## src/rtl/msg_pkg.sv

```systemverilog
`default_nettype none
// ============================================================================
// Module      : msg_pkg
// Description : Shared widths and state encoding for the message collector
//               and framer integration.
// Revision    : 1.0
// ============================================================================
package msg_pkg;

    localparam int MSG_BITS  = 474;
    localparam int TS_BITS   = 32;
    localparam int LEN_BITS  = 9;
    localparam int MAX_BYTES = 59;
    localparam int CNT_BITS  = 6;

    typedef enum logic [2:0] {
        IDLE    = 3'd0,
        COLLECT = 3'd1,
        EMIT    = 3'd2,
        DISCARD = 3'd3,
        HOLD    = 3'd4
    } state_t;

    // Byte count to bit length; 59*8 = 472 still fits in LEN_BITS.
    function automatic logic [LEN_BITS-1:0] bytes_to_bits(input logic [CNT_BITS-1:0] n);
        return {n, 3'b000};
    endfunction

endpackage
`default_nettype wire

```

## src/rtl/ts_counter.sv

```systemverilog
`default_nettype none
// ============================================================================
// Module      : ts_counter
// Description : Free-running wrap-around timestamp counter, async reset to
//               TS_INIT. Shared between transmitter and receiver sides.
// Revision    : 1.0
// ============================================================================
module ts_counter
    import msg_pkg::*;
#(
    parameter logic [TS_BITS-1:0] TS_INIT = 32'd0
) (
    input  logic               clk,
    input  logic               reset,
    output logic [TS_BITS-1:0] count
);

    logic [TS_BITS-1:0] r_count;

    always_ff @(posedge clk or posedge reset) begin
        if (reset) begin
            r_count <= TS_INIT;
        end else begin
            r_count <= r_count + 1'b1;
        end
    end

    assign count = r_count;

endmodule
`default_nettype wire

```

## src/rtl/message_collector.sv

```systemverilog
`default_nettype none
// ============================================================================
// Module      : message_collector
// Description : Collects a valid/ready byte stream into a 474-bit MSB-first
//               message with timestamp and bit length, then pulses start.
// Revision    : 1.0
// ============================================================================
module message_collector
    import msg_pkg::*;
#(
    parameter int                 HOLD_CYCLES = 4,
    parameter logic [TS_BITS-1:0] TS_INIT     = 32'd0
) (
    input  logic                clk,
    input  logic                reset,
    input  logic [7:0]          in_data,
    input  logic                in_valid,
    input  logic                in_last,
    output logic                in_ready,
    output logic                start,
    output logic [TS_BITS-1:0]  timestamp,
    output logic [LEN_BITS-1:0] length,
    output logic [MSG_BITS-1:0] message,
    output logic                trunc
);

    // HOLD_CYCLES is expected to be at least 1.
    localparam int                  c_hold_w    = (HOLD_CYCLES > 1) ? $clog2(HOLD_CYCLES) : 1;
    localparam logic [c_hold_w-1:0] c_hold_load = c_hold_w'(HOLD_CYCLES - 1);
    localparam logic [CNT_BITS-1:0] c_cnt_one   = CNT_BITS'(1);
    localparam logic [CNT_BITS-1:0] c_cnt_max   = CNT_BITS'(MAX_BYTES);

    state_t              r_state;
    logic                r_in_ready;
    logic                r_start;
    logic                r_trunc;
    logic [TS_BITS-1:0]  r_ts_out;
    logic [LEN_BITS-1:0] r_len;
    logic [MSG_BITS-1:0] r_msg;
    logic [MSG_BITS-1:0] r_buf;
    logic [TS_BITS-1:0]  r_ts_work;
    logic [CNT_BITS-1:0] r_count;
    logic [c_hold_w-1:0] r_hold_cnt;

    logic [TS_BITS-1:0]  w_ts;
    logic                w_accept;
    logic                w_first;
    logic [CNT_BITS-1:0] w_idx;
    logic [CNT_BITS-1:0] w_next_count;
    logic                w_full;
    logic [MSG_BITS-1:0] w_ins;
    logic [MSG_BITS-1:0] w_next_buf;

    ts_counter #(
        .TS_INIT (TS_INIT)
    ) u_ts_counter (
        .clk   (clk),
        .reset (reset),
        .count (w_ts)
    );

    assign w_accept     = in_valid & r_in_ready;
    assign w_first      = (r_state == IDLE);
    assign w_idx        = w_first ? '0 : r_count;
    assign w_next_count = w_idx + c_cnt_one;
    assign w_full       = (w_next_count == c_cnt_max);

    // Byte k lands at [473-8k -: 8]; a new message starts from a cleared buffer.
    assign w_ins        = {in_data, {(MSG_BITS-8){1'b0}}} >> {w_idx, 3'b000};
    assign w_next_buf   = (w_first ? '0 : r_buf) | w_ins;

    always_ff @(posedge clk or posedge reset) begin
        if (reset) begin
            r_state    <= IDLE;
            r_in_ready <= 1'b0;
            r_start    <= 1'b0;
            r_trunc    <= 1'b0;
            r_ts_out   <= '0;
            r_len      <= '0;
            r_msg      <= '0;
            r_buf      <= '0;
            r_ts_work  <= '0;
            r_count    <= '0;
            r_hold_cnt <= '0;
        end else begin
            r_start <= 1'b0;
            case (r_state)
                IDLE, COLLECT: begin
                    r_in_ready <= 1'b1;
                    if (w_accept) begin
                        r_buf   <= w_next_buf;
                        r_count <= w_next_count;
                        if (w_first) begin
                            r_ts_work <= w_ts;
                        end
                        if (in_last || w_full) begin
                            // Output registers load here so they are valid with start.
                            r_state    <= EMIT;
                            r_in_ready <= 1'b0;
                            r_start    <= 1'b1;
                            r_trunc    <= ~in_last;
                            r_msg      <= w_next_buf;
                            r_len      <= bytes_to_bits(w_next_count);
                            r_ts_out   <= w_first ? w_ts : r_ts_work;
                        end else begin
                            r_state <= COLLECT;
                        end
                    end
                end
                EMIT: begin
                    if (r_trunc) begin
                        r_state    <= DISCARD;
                        r_in_ready <= 1'b1;
                    end else begin
                        r_state    <= HOLD;
                        r_in_ready <= 1'b0;
                        r_hold_cnt <= c_hold_load;
                    end
                end
                DISCARD: begin
                    r_in_ready <= 1'b1;
                    if (w_accept && in_last) begin
                        r_state    <= HOLD;
                        r_in_ready <= 1'b0;
                        r_hold_cnt <= c_hold_load;
                    end
                end
                HOLD: begin
                    if (r_hold_cnt == '0) begin
                        r_state    <= IDLE;
                        r_in_ready <= 1'b1;
                    end else begin
                        r_hold_cnt <= r_hold_cnt - 1'b1;
                    end
                end
                default: begin
                    r_state    <= IDLE;
                    r_in_ready <= 1'b0;
                end
            endcase
        end
    end

    assign in_ready  = r_in_ready;
    assign start     = r_start;
    assign trunc     = r_trunc;
    assign timestamp = r_ts_out;
    assign length    = r_len;
    assign message   = r_msg;

endmodule
`default_nettype wire
```

## config.mk

```make
export PLATFORM = sky130hd
export DESIGN_NAME = message_collector
export DESIGN_NICKNAME = d
export VERILOG_FILES = /design/src/rtl/msg_pkg.sv /design/src/rtl/ts_counter.sv /design/src/rtl/message_collector.sv
export SDC_FILE = /design/constraint.sdc
export NUM_CORES = 2
export LEC_CHECK = 0
export CAP_MARGIN = 30
export CORE_ASPECT_RATIO = 1.2
export CORE_MARGIN = 4
export CORE_UTILIZATION = 51
export CTS_CLUSTER_SIZE = 25
export DETAILED_ROUTE_END_ITERATION = 10
export GPL_TIMING_DRIVEN = 0
export PLACE_DENSITY = 0.77
export SLEW_MARGIN = 10
export SYNTH_ARGS = -nofsm -noshare
export SYNTH_HDL_FRONTEND = slang
export SYNTH_SLANG_ARGS = --single-unit
```

## constraint.sdc

```tcl
create_clock -name clk -period 34.9 [get_ports clk]
set_input_delay 5.235 -clock clk [delete_from_list [all_inputs] [get_ports clk]]
set_output_delay 5.235 -clock clk [all_outputs]
set_load 0.005 [all_outputs]
```

==> reports/qor.csv <==
stage,metric,value,unit
timing,Peak Freq,127,MHz
grt,grt ovf,0,
worst_setup_path,startpoint types,input pin,
layout,Final Core Density,0.647,
grt,GRT met1 Usage,0.467,
layout,Fillers,6818,
placed_design,hpwl dp,137,mm
timing,fin. max-slew vios,0,
clock_tree,CTS Buf Count,103,
grt,GRT Max-Usage Layer,met2,
timing,RSZ-0062 raised after global routing,no,
timing,Final setup viols,0,
power,PwrDens,65.3,mW/mm^2
worst_setup_path,CP cell instances,clkdlybuf4s50_1 > clkbuf_1 > nand2_1 > nor2_1 > clkbuf_1 > a22oi_1 > o21ai_0,
power,total power,3.61,mW
logic_synthesis,mux cell area share after synthesis,0.0105,
clock_tree,"Setup Fix Bufs, Post-CTS",0,
layout,fin cells,6105,
placed_design,GP Congestion,1.01,
logic_synthesis,simple-gate share of the synthesized area,0.0694,
logic_synthesis,synthesized netlist cell count,4208,
clock_tree,number of clock sinks,1064,
logic_synthesis,Synth Area in XOR/XNOR,0.00655,
timing,Final Hold Fails,0,
timing,Setup TNS,0,ps
logic_synthesis,Yosys warning total,0,
worst_setup_path,worst endpoint data arrival time,8480,ps
hold_path,hold_sp,r_ts_work[22]$_DFFE_PP0P_,
grt,met3 global-route usage,0.136,
grt,largest net degree at the start of global routing,41,
logic_synthesis,post-synthesis average cell area,10.5,um^2
placed_design,placed insts,5905,
worst_setup_path,worst reg2reg path startpoint,r_state[2]$_DFFE_PP0P_,
die,Die ar.,0.0913,mm^2
timing,Least-Margin Pin Slew,1160,ps
layout,final instance area,0.0552,mm^2
logic_synthesis,Synth async-reset ratio,1.00,
flow_run,Max Cap Viol,0,
hold_path,worst hold path type,reg -> reg,
logic_synthesis,Synth top area share,0.603,
route,drt total wl,186,mm
die,Cell Rows,117,
clock_tree,Clock Root Buffer,clkbuf_16,
route,vias per cell,6.62,
worst_setup_path,launching element of the worst setup path,in_data[0],
grt,first-pass GRT wire length,267,mm
worst_setup_path,crit-path max FO,10,
die,initial core utilization,0.517,
logic_synthesis,largest family of logic cells by synthesized area,compound AO/OA/AOI/OAI gates,
die,Die Y,330,um
logic_synthesis,"EDFF count, synth",0,
clock_tree,clock-pin transition on the worst setup and hold timing paths,60,ps
timing,Tmin final,7880,ps
worst_setup_path,CP max stage delay,860,ps
logic_synthesis,synthesized area,0.0441,mm^2
logic_synthesis,leading area contributor after synthesis,dfrtp_1,
clock_tree,PostCTS Resize Cnt,0,
die,# IOs,530,
worst_setup_path,"Buf+Inv Stages, Crit Path",3,
logic_synthesis,adder and majority gate portion of the synthesized area,0.00113,
route,vias,40400,
route,drt drc,0,
grt,number of global-route vias before repair,39700,
placed_design,DP Area,0.0516,mm^2
grt,initial antenna violation count,9,
route,Pre-Repair DR Iteration Count,6,
clock_tree,H-tree levels,3,
timing,fin crit share,0.226,
clock_tree,Clock Path Buffers,3,
placed_design,IO Port Bufs,518,
clock_tree,CTS tree,yes,
logic_synthesis,Yosys cell types,59,
route,initial detailed-routing violation count,6137,
route,drt wl/cell,30.5,um
logic_synthesis,"flops & latches, synth",1064,
placed_design,Place WS,26600,ps
worst_setup_path,CP top delay family,buffers and inverters,
clock_tree,Clock Latency Late Sink,700,ps
timing,setup ws final,27020,ps
clock_tree,CTS Hold Bufs,0,
power,Max VDD drop,46.4,uV
timing,hold slack,476,ps
worst_setup_path,"Top cell by count, worst path",clkbuf_1,
grt,GR Util All Layers,0.396,
timing,Rel. slew slack,0.226,
die,core box area,0.0853,mm^2
power,LEAKAGE,23.5,nW
worst_setup_path,Worst EP required,35500,ps
layout,fraction of layout instances using a drive strength above 1,0.0741,
run_status,status,completed,
logic_synthesis,largest cells by area after synthesis,"dfrtp_1 (60%), o21ai_0 (9.4%), nand2_1 (3.1%), a21oi_1 (3.1%), clkbuf_1 (3.0%)",
die,DIE WIDTH,277,um
logic_synthesis,Compound-Gate Fraction of Synth Area,0.261,
layout,Synth-to-Final Area Change,25.2,%
grt,grt met2 use,0.597,
logic_synthesis,post-synthesis sequential area ratio,0.603,
worst_setup_path,endpoint class of the critical path,flop,
worst_setup_path,critical path class,in -> reg,
worst_setup_path,Critical-path top delay cell,clkbuf_1,
route,Routed Antenna Nets,0,
logic_synthesis,Most used DFF post-synth,dfrtp_1,
layout,Final Net Count,4900,
timing,clk_skew,30.2,ps
==> area by class of cell <==
| cell class | count | area [um^2] | area share |
|---|---|---|---|
| clock buffer | 144 | 2960 | 0.0537 |
| antenna | 6 | 15.0 | 0.000272 |
| inverter | 32 | 126 | 0.00229 |
| timing repair buffer | 569 | 6060 | 0.110 |
| clock inverter | 46 | 629 | 0.0114 |
| buffer | 475 | 2010 | 0.0363 |
| sequential | 1064 | 26600 | 0.482 |
| tap | 1130 | 1410 | 0.0256 |
| multi-input combinational | 2639 | 15400 | 0.279 |
==> final timing paths <==
check                                             to  slack (ps)  cells past startpoint
setup / recovery            message[290]$_DFFE_PP0P_       27020                      7
hold / removal             r_ts_work[22]$_DFFE_PP0P_         480                      2
setup reg to reg            message[218]$_DFFE_PP0P_       29830                     16
hold reg to reg            r_ts_work[22]$_DFFE_PP0P_         480                      2
max in group asynchronous   message[145]$_DFFE_PP0P_       27810                      8
min in group asynchronous   message[246]$_DFFE_PP0P_        5060                      2
==> layer usage <==
layer	part of all wire	routed length, um	vias up
met1	0.34	62800	20000
met4	0.093	17300	8
li1	-	-	16600
met2	0.44	82100	2984
met5	0.00025	47	-
met3	0.13	24000	780
==> worst reg2reg max path, cell delays in order, from the launching register on <==
cell	delay (ps)
dfrtp_1	360
buf_2	170
or3_1	430
buf_4	220
buf_2	260
buf_2	290
nand2_1	140
inv_1	70
ha_1	170
buf_2	170
nand2_1	120
o32ai_2	100
a21oi_1	680
clkbuf_2	720
clkbuf_1	760
o21ai_0	210
o31ai_1	110
==> power breakdown <==
group | switching, mW | internal (mW) | leakage, nW
clock network | 0.513 | 0.685 | 1.75
registers | 0.0608 | 1.31 | 14.7
logic | 0.770 | 0.265 | 7.08
total | 1.34 | 2.26 | 23.5
==> state kept, by name, indices dropped and copies added, names as in the netlist <==
name / flops
timestamp: 32
r_ts_work: 32
length: 6
message: 474
start: 1
in_ready: 1
u_ts_counter.count: 32
r_state: 3
r_count: 6
trunc: 1
r_buf: 474
r_hold_cnt: 2
==> logic make-up (layout without fill, tap and decap cells) <==
group                    after synthesis  in the layout
XOR/XNOR                              33             33
AND/OR/NAND/NOR                      711            711
multiplexers                          44             44
AO/OA/AOI/OAI                       1844           1844
flip-flops                          1064           1064
other                                  1              9
adder cells (fa/ha/maj)                4              4
buffers and inverters                507           1266
==> cells in the mapped netlist, types with 3 or more instances <==
cell type	number
and2_1	26
nor3_2	8
and3_1	18
nand2b_1	7
buf_6	7
a32oi_1	74
clkbuf_1	354
nand2_1	362
ha_1	4
o32ai_1	19
nand4_1	11
a21o_1	3
nand2_2	4
o21ai_0	829
mux2i_1	27
dfrtp_1	1064
nor2b_1	4
o31ai_1	87
buf_4	19
nor2_1	216
xnor2_1	26
buf_2	77
a31oi_1	86
a21oi_1	269
buf_1	18
a2bb2oi_1	32
nand3_1	14
o2bb2ai_1	69
mux2_2	17
a22oi_1	172
xor2_1	7
and4_1	7
a221oi_1	32
nor3_1	14
and2_0	6
a32o_1	17
a22o_1	145
inv_1	29
==> cells in the final DEF (no fill, tap or decap), types with 69 or more instances in the layout <==
master and n:
a21oi_1 269, a22o_1 145, a22oi_1 172, a31oi_1 86
a32oi_1 74, buf_2 78, clkbuf_1 371, clkbuf_16 105
clkdlybuf4s50_1 518, dfrtp_1 1064, nand2_1 362, nor2_1 216
o21ai_0 829, o2bb2ai_1 69, o31ai_1 87
Power figures use the tool's default switching activity.
